**src/rtl/hamming_batch_engine.sv**
```systemverilog
// -----------------------------------------------------------------------------
// hamming_batch_engine
//
// Purpose:
//   Services USB vendor requests that compute Hamming distances. The results
//   are written into the IN buffer, and that buffer is then committed to the
//   host.
//     0x01 SINGLE      : popcount(val[15:8] ^ val[7:0]) written at addr 0, len 1
//     0x02 SET_PATTERN : pattern <= val[WORD_W-1:0], no write / no commit
//     0x03 SWEEP       : byte i = popcount((start + i) ^ pattern), i < MAX_RESULTS
//     other            : sets the sticky err_unknown_req flag
//
// Optional feature (macro HAMMING_MIN_TRACK_EN):
//   A SWEEP also tracks the minimum distance, with the first index winning ties.
//   The minimum is appended at addr MAX_RESULTS and its index[7:0] at
//   addr MAX_RESULTS+1. The commit length becomes MAX_RESULTS+2.
//
// Ports:
//   clk_50            : single clock, rising edge
//   reset             : synchronous active-high reset
//   usb_configured    : device configured; starts are accepted only when high
//   buf_in_ready      : IN buffer free (other clock domain, synchronised here)
//   buf_in_commit_ack : commit acknowledge (other domain, synchronised here)
//   vend_req_act      : vendor request active (other domain, rising edge = start)
//   vend_req_request  : vendor request code
//   vend_req_val      : vendor request wValue
//   buf_in_addr/data/wren     : IN buffer write port
//   buf_in_commit/commit_len  : IN buffer commit handshake
//   busy              : high in every state except IDLE
//   err_unknown_req   : sticky unknown-code flag, cleared only by reset
// -----------------------------------------------------------------------------
module hamming_batch_engine #(
  parameter int WORD_W      = 8,
  parameter int MAX_RESULTS = 64
) (
  input  logic        clk_50,
  input  logic        reset,
  input  logic        usb_configured,
  input  logic        buf_in_ready,
  input  logic        buf_in_commit_ack,
  input  logic        vend_req_act,
  input  logic [7:0]  vend_req_request,
  input  logic [15:0] vend_req_val,
  output logic [8:0]  buf_in_addr,
  output logic [7:0]  buf_in_data,
  output logic        buf_in_wren,
  output logic        buf_in_commit,
  output logic [9:0]  buf_in_commit_len,
  output logic        busy,
  output logic        err_unknown_req
);

`ifdef HAMMING_MIN_TRACK_EN
  localparam int TOTAL = MAX_RESULTS + 2;
`else
  localparam int TOTAL = MAX_RESULTS;
`endif
  localparam logic [9:0] TOTAL_LEN = 10'(TOTAL);
  localparam logic [9:0] LAST_IDX  = 10'(TOTAL - 1);

  typedef enum logic [2:0] {
    S_IDLE    = 3'd0,
    S_DECODE  = 3'd1,
    S_CALC    = 3'd2,
    S_WRITE   = 3'd3,
    S_COMMIT  = 3'd4,
    S_ACK_LOW = 3'd5
  } state_e;

  state_e            state_q;
  logic [1:0]        rdy_sync_q;
  logic [1:0]        ack_sync_q;
  logic [1:0]        act_sync_q;
  logic              act_prev_q;
  logic [7:0]        code_q;
  logic [15:0]       val_q;
  logic [WORD_W-1:0] pattern_q;
  logic [WORD_W-1:0] cand_q;
  logic [9:0]        idx_q;     // index of the next write to be registered
  logic              single_q;
  logic [8:0]        addr_q;
  logic [7:0]        data_q;
  logic              wren_q;
  logic              commit_q;
  logic [9:0]        len_q;
  logic              busy_q;
  logic              err_q;
`ifdef HAMMING_MIN_TRACK_EN
  logic [4:0]        min_q;
  logic [7:0]        min_idx_q;
`endif

  logic              start_d;
  logic [15:0]       operand_d;
  logic [4:0]        pop_d;
  logic [7:0]        wdata_d;
  logic [9:0]        last_idx_d;

  function automatic logic [4:0] popcount16(input logic [15:0] v);
    logic [4:0] c;
    c = 5'd0;
    for (int i = 0; i < 16; i++) begin
      c = c + {4'd0, v[i]};
    end
    return c;
  endfunction

  // Start qualification: a synchronised rising edge of vend_req_act while the device is ready.
  assign start_d = act_sync_q[1] & ~act_prev_q & usb_configured & rdy_sync_q[1];

  // Operand of the distance computed this cycle; SINGLE ignores the pattern.
  always_comb begin
    operand_d = 16'd0;
    if (single_q) begin
      operand_d = {8'd0, val_q[15:8] ^ val_q[7:0]};
    end else begin
      operand_d[WORD_W-1:0] = cand_q ^ pattern_q;
    end
  end

  assign pop_d      = popcount16(operand_d);
  assign last_idx_d = single_q ? 10'd0 : LAST_IDX;

  // Byte written next; with min tracking, the two trailer slots carry min and its index.
  always_comb begin
    wdata_d = {3'b000, pop_d};
`ifdef HAMMING_MIN_TRACK_EN
    if (!single_q && (idx_q == 10'(MAX_RESULTS))) begin
      wdata_d = {3'b000, min_q};
    end else if (!single_q && (idx_q == 10'(MAX_RESULTS + 1))) begin
      wdata_d = min_idx_q;
    end else begin
      wdata_d = {3'b000, pop_d};
    end
`endif
  end

  // Control FSM: synchronisers, request sequencing and all registered outputs.
  always_ff @(posedge clk_50) begin
    if (reset) begin
      state_q    <= S_IDLE;
      rdy_sync_q <= 2'b00;
      ack_sync_q <= 2'b00;
      act_sync_q <= 2'b00;
      act_prev_q <= 1'b0;
      code_q     <= 8'd0;
      val_q      <= 16'd0;
      pattern_q  <= '0;
      cand_q     <= '0;
      idx_q      <= 10'd0;
      single_q   <= 1'b0;
      addr_q     <= 9'd0;
      data_q     <= 8'd0;
      wren_q     <= 1'b0;
      commit_q   <= 1'b0;
      len_q      <= 10'd0;
      busy_q     <= 1'b0;
      err_q      <= 1'b0;
`ifdef HAMMING_MIN_TRACK_EN
      min_q      <= 5'd0;
      min_idx_q  <= 8'd0;
`endif
    end else begin
      rdy_sync_q <= {rdy_sync_q[0], buf_in_ready};
      ack_sync_q <= {ack_sync_q[0], buf_in_commit_ack};
      act_sync_q <= {act_sync_q[0], vend_req_act};
      // The edge detector runs in every state, so edges seen while busy are dropped.
      act_prev_q <= act_sync_q[1];

      case (state_q)
        S_IDLE: begin
          if (start_d) begin
            code_q  <= vend_req_request;
            val_q   <= vend_req_val;
            busy_q  <= 1'b1;
            state_q <= S_DECODE;
          end else begin
            state_q <= S_IDLE;
          end
        end

        S_DECODE: begin
          case (code_q)
            8'h01: begin
              single_q <= 1'b1;
              idx_q    <= 10'd0;
              state_q  <= S_CALC;
            end
            8'h02: begin
              pattern_q <= val_q[WORD_W-1:0];
              busy_q    <= 1'b0;
              state_q   <= S_IDLE;
            end
            8'h03: begin
              single_q <= 1'b0;
              cand_q   <= val_q[WORD_W-1:0];
              idx_q    <= 10'd0;
              state_q  <= S_CALC;
            end
            default: begin
              err_q   <= 1'b1;
              busy_q  <= 1'b0;
              state_q <= S_IDLE;
            end
          endcase
        end

        // CALC registers write 0; each WRITE cycle presents one write and registers the next.
        S_CALC, S_WRITE: begin
          if (idx_q <= last_idx_d) begin
            wren_q  <= 1'b1;
            addr_q  <= idx_q[8:0];
            data_q  <= wdata_d;
            idx_q   <= idx_q + 10'd1;
            cand_q  <= cand_q + {{(WORD_W-1){1'b0}}, 1'b1};  // wraps mod 2^WORD_W
`ifdef HAMMING_MIN_TRACK_EN
            if (!single_q && (idx_q < 10'(MAX_RESULTS)) &&
                ((idx_q == 10'd0) || (pop_d < min_q))) begin
              min_q     <= pop_d;
              min_idx_q <= idx_q[7:0];
            end
`endif
            state_q <= S_WRITE;
          end else begin
            wren_q   <= 1'b0;
            addr_q   <= 9'd0;
            data_q   <= 8'd0;
            commit_q <= 1'b1;
            len_q    <= single_q ? 10'd1 : TOTAL_LEN;
            state_q  <= S_COMMIT;
          end
        end

        S_COMMIT: begin
          if (ack_sync_q[1]) begin
            commit_q <= 1'b0;
            len_q    <= 10'd0;
            state_q  <= S_ACK_LOW;
          end else begin
            state_q  <= S_COMMIT;
          end
        end

        S_ACK_LOW: begin
          if (!ack_sync_q[1]) begin
            busy_q  <= 1'b0;
            state_q <= S_IDLE;
          end else begin
            state_q <= S_ACK_LOW;
          end
        end

        default: begin
          wren_q   <= 1'b0;
          commit_q <= 1'b0;
          busy_q   <= 1'b0;
          state_q  <= S_IDLE;
        end
      endcase
    end
  end

  assign buf_in_addr       = addr_q;
  assign buf_in_data       = data_q;
  assign buf_in_wren       = wren_q;
  assign buf_in_commit     = commit_q;
  assign buf_in_commit_len = len_q;
  assign busy              = busy_q;
  assign err_unknown_req   = err_q;

endmodule

```
**config.mk**
```make
export PLATFORM = sky130hd
export DESIGN_NAME = hamming_batch_engine
export DESIGN_NICKNAME = d
export VERILOG_FILES = /design/src/rtl/hamming_batch_engine.sv
export SDC_FILE = /design/constraint.sdc
export NUM_CORES = 1
export LEC_CHECK = 0
export BUFFER_PORTS_ARGS = -buffer_cell sky130_fd_sc_hd__buf_2
export CORE_UTILIZATION = 61
export CTS_CLUSTER_SIZE = 14
export DETAILED_ROUTE_END_ITERATION = 16
export PLACE_DENSITY = 0.85
export SETUP_SLACK_MARGIN = 0.5
export SLEW_MARGIN = 20
export SYNTH_ARGS = -nofsm -noshare
export SYNTH_HDL_FRONTEND = slang
export SYNTH_SLANG_ARGS = --single-unit
```
**constraint.sdc**
```tcl
create_clock -name clk_50 -period 8.22 [get_ports clk_50]
set_clock_uncertainty 0.15 [all_clocks]
set_input_delay 1.233 -clock clk_50 [delete_from_list [all_inputs] [get_ports clk_50]]
set_output_delay 1.233 -clock clk_50 [all_outputs]
set_load 0.01 [all_outputs]
```
==> flow_summary.toml <==
[power_and_ir_drop]
power_density_nw_per_um2 = 170
ir_drop_uv = 106
leakage_uw = 0.00178

[setup_path]
slowest_stage = "dfxtp_1"
required_ns = 8.31
arrival_ns = 4.20
crit_fanout = 14
end_kind = "register"
cpPeakStageDelay_ns = 0.59
crit_type = "reg -> reg"
crit_buf_inv = 4
cp_cell_sequence = "inv_1, nor2_1, a21oi_1, fa_1, inv_1, fa_1, inv_1, fa_1, inv_1, ha_1, fa_1, xor2_1, a22o_1"
crit_family = "adder cells"
start_kind = "register"

[global_route]
grt_pass1_vias = 2869
grt_max_degree = 61
grt_util_all_layers_pct = 25.0
antenna_found_initial = 0
gr-total-overflow = 0
grt_pass1_wl_um = 12800

[timing]
period_share_pct = 49.9
final-setup-viol-count = 0
tightest_slew_ns = 1.05
maxSlewViolCount = 0
slew_headroom_pct = 29.7
fin_ws_ns = 4.12
hold_viol = 0
layout_min_cycle_time_ns = 4.10
tns_ns = 0
maxClockFrequency_mhz = 244
rsz0062_at_grt = "no"

[route]
vias_per_cell = 5.73
route.detailed.drc = 0
wl_per_cell_um = 14.3
drt_iter0_drc = 294
routed_wl_um = 7830
antenna_left = 0
drtPass1Iterations = 4
num_vias = 3147

[clocking]
clock_latency_ns = 0.35
ctsHtreeMaxLevel = 3
cts_tree = "yes"
cts_setup_buffers = 0
clk_path_buf_depth = 2
cts_buffers = 9
root_buffer = "clkbuf_8"
cts.clk_slew.worst_paths_ns = 0.08
ctsHoldBuffers = 0
postCtsResizedCells = 0
cts_sinks = 80

[hold_path]
hold_path.class = "reg -> reg"

[synth]
synth_top_area_share_pct = 41.1
synthTopCellsByArea = "dfxtp_1, nand2_1, a21oi_1"
syn_avg_cell_area_um2 = 8.93
synth_edf_count = 0
syn_inst = 436
synthArstFlopShare_pct = 0
ys_seq_elements = 80
synth.distinct_cells = 58
yosysWarnings = 0
synth_largest_area_cell = "dfxtp_1"
synthFlopType = "dfxtp_1"
synth.cell_area_um2 = 3890
ys_seq_area_share_pct = 41.1

[job]
drv_cap = 0

[layout]
drive_above_1_share_pct = 17.7
nets = 515
area_growth_pct = 8.87
num_antenna_cells = 0
mostFrequentLayoutCell = "dfxtp_1"
final_cell_mix = "dfxtp_1, nand2_1, a21oi_1, buf_2, nor2_1"

[placement]
dp_slack_ns = 4.17
port_buffers = 48
dp_hpwl_um = 5410
gp_congestion = 0.961

[floorplan]
fp.dieW_um = 81.9
die_height_um = 81.9
ioPinCount = 61
die-area_um2 = 6700
rows = 28
core_area_um2 = 6030
initial_core_util_pct = 64.6

[outcome]
status = "finished clean"
[synth_stat cells, drive strengths merged (2+ instances only)]
library cell / number
nand2b: 6
o32ai: 7
inv: 14
xor2: 9
a21o: 4
o31a: 2
a211oi: 2
nor2b: 10
and3: 6
a21oi: 48
nand2: 77
or3: 4
nor2: 23
a2111oi: 3
o21ai: 9
nand3: 5
xnor2: 8
mux2i: 13
a221oi: 5
nand4: 2
nor3: 6
nor4: 5
a41oi: 2
or2: 3
dfxtp: 80
clkbuf: 16
fa: 4
ha: 11
buf: 22
o21a: 2
a22o: 11
and2: 2
[area by class of cell]
cell class                 count  area (um^2)
sequential                    80         1600
multi-input combinational    315         2020
clock buffer                  10          128
clock inverter                 5         82.6
inverter                      14         52.6
tap                           75         93.8
fill                         476         1790
timing repair buffer          50          255
[routing by layer]
layer	vias to the layer above	track usage, %	part of all wire [%]
met4	0	13.5	2.3
met3	20	4.44	6.2
met1	1457	32.6	46
li1	1550	-	-
met2	120	39.1	46
met5	-	0	0
[logic make-up (layout without fill, tap and decap cells)]
logic type | count (synthesis) | after routing | synth area share (%)
AOI/OAI and AO/OA | 100 | 100 | 18.0
other | 1 | 12 | 0.0963
adders and majority gates | 15 | 15 | 5.59
buffers and inverters | 52 | 79 | 8.04
DFF | 80 | 80 | 41.1
and+or+nand+nor | 157 | 157 | 19.7
xor gates and xnor gates | 17 | 17 | 3.83
muxes | 14 | 14 | 3.63
[stage by stage]
step	instance area, um^2	instances	utilization, %	hold WS (ns)	total power [uW]
4_1_cts	4240	549	70.3	0.299	725
3_3_place_gp	4030	534	66.8	0.266	419
5_1_grt	4240	549	70.3	0.310	743
2_1_floorplan	3930	447	-	0.264	416
6_report	4240	549	70.3	0.292	721
3_5_place_dp	4030	534	66.8	0.280	420
[power by group]
part           internal (uW)  switching, uW
clock network            170            140
registers                389          0.944
logic                   7.47           13.1
[flip-flops by register name, summed over array words and instances, names as in the netlist]
signal,cells
ack_sync_q,2
act_prev_q,1
act_sync_q,2
buf_in_addr,9
buf_in_commit,1
buf_in_commit_len,2
buf_in_data,4
buf_in_wren,1
busy,1
cand_q,8
code_q,8
err_unknown_req,1
idx_q,10
pattern_q,8
rdy_sync_q,2
single_q,1
state_q,3
val_q,16
[worst paths after layout]
check                                start                          end  slack [ns]  depth (start not counted)
setup / recovery     single_q$_SDFFE_PP0P_  buf_in_data[2]$_SDFFE_PP0N_        4.12                         13
hold / removal    rdy_sync_q[0]$_SDFF_PP0_     rdy_sync_q[1]$_SDFF_PP0_        0.29                          1
setup reg to reg     single_q$_SDFFE_PP0P_  buf_in_data[2]$_SDFFE_PP0N_        4.12                         13
hold reg to reg   rdy_sync_q[0]$_SDFF_PP0_     rdy_sync_q[1]$_SDFF_PP0_        0.29                          1
(Power assumes the default switching activity.)
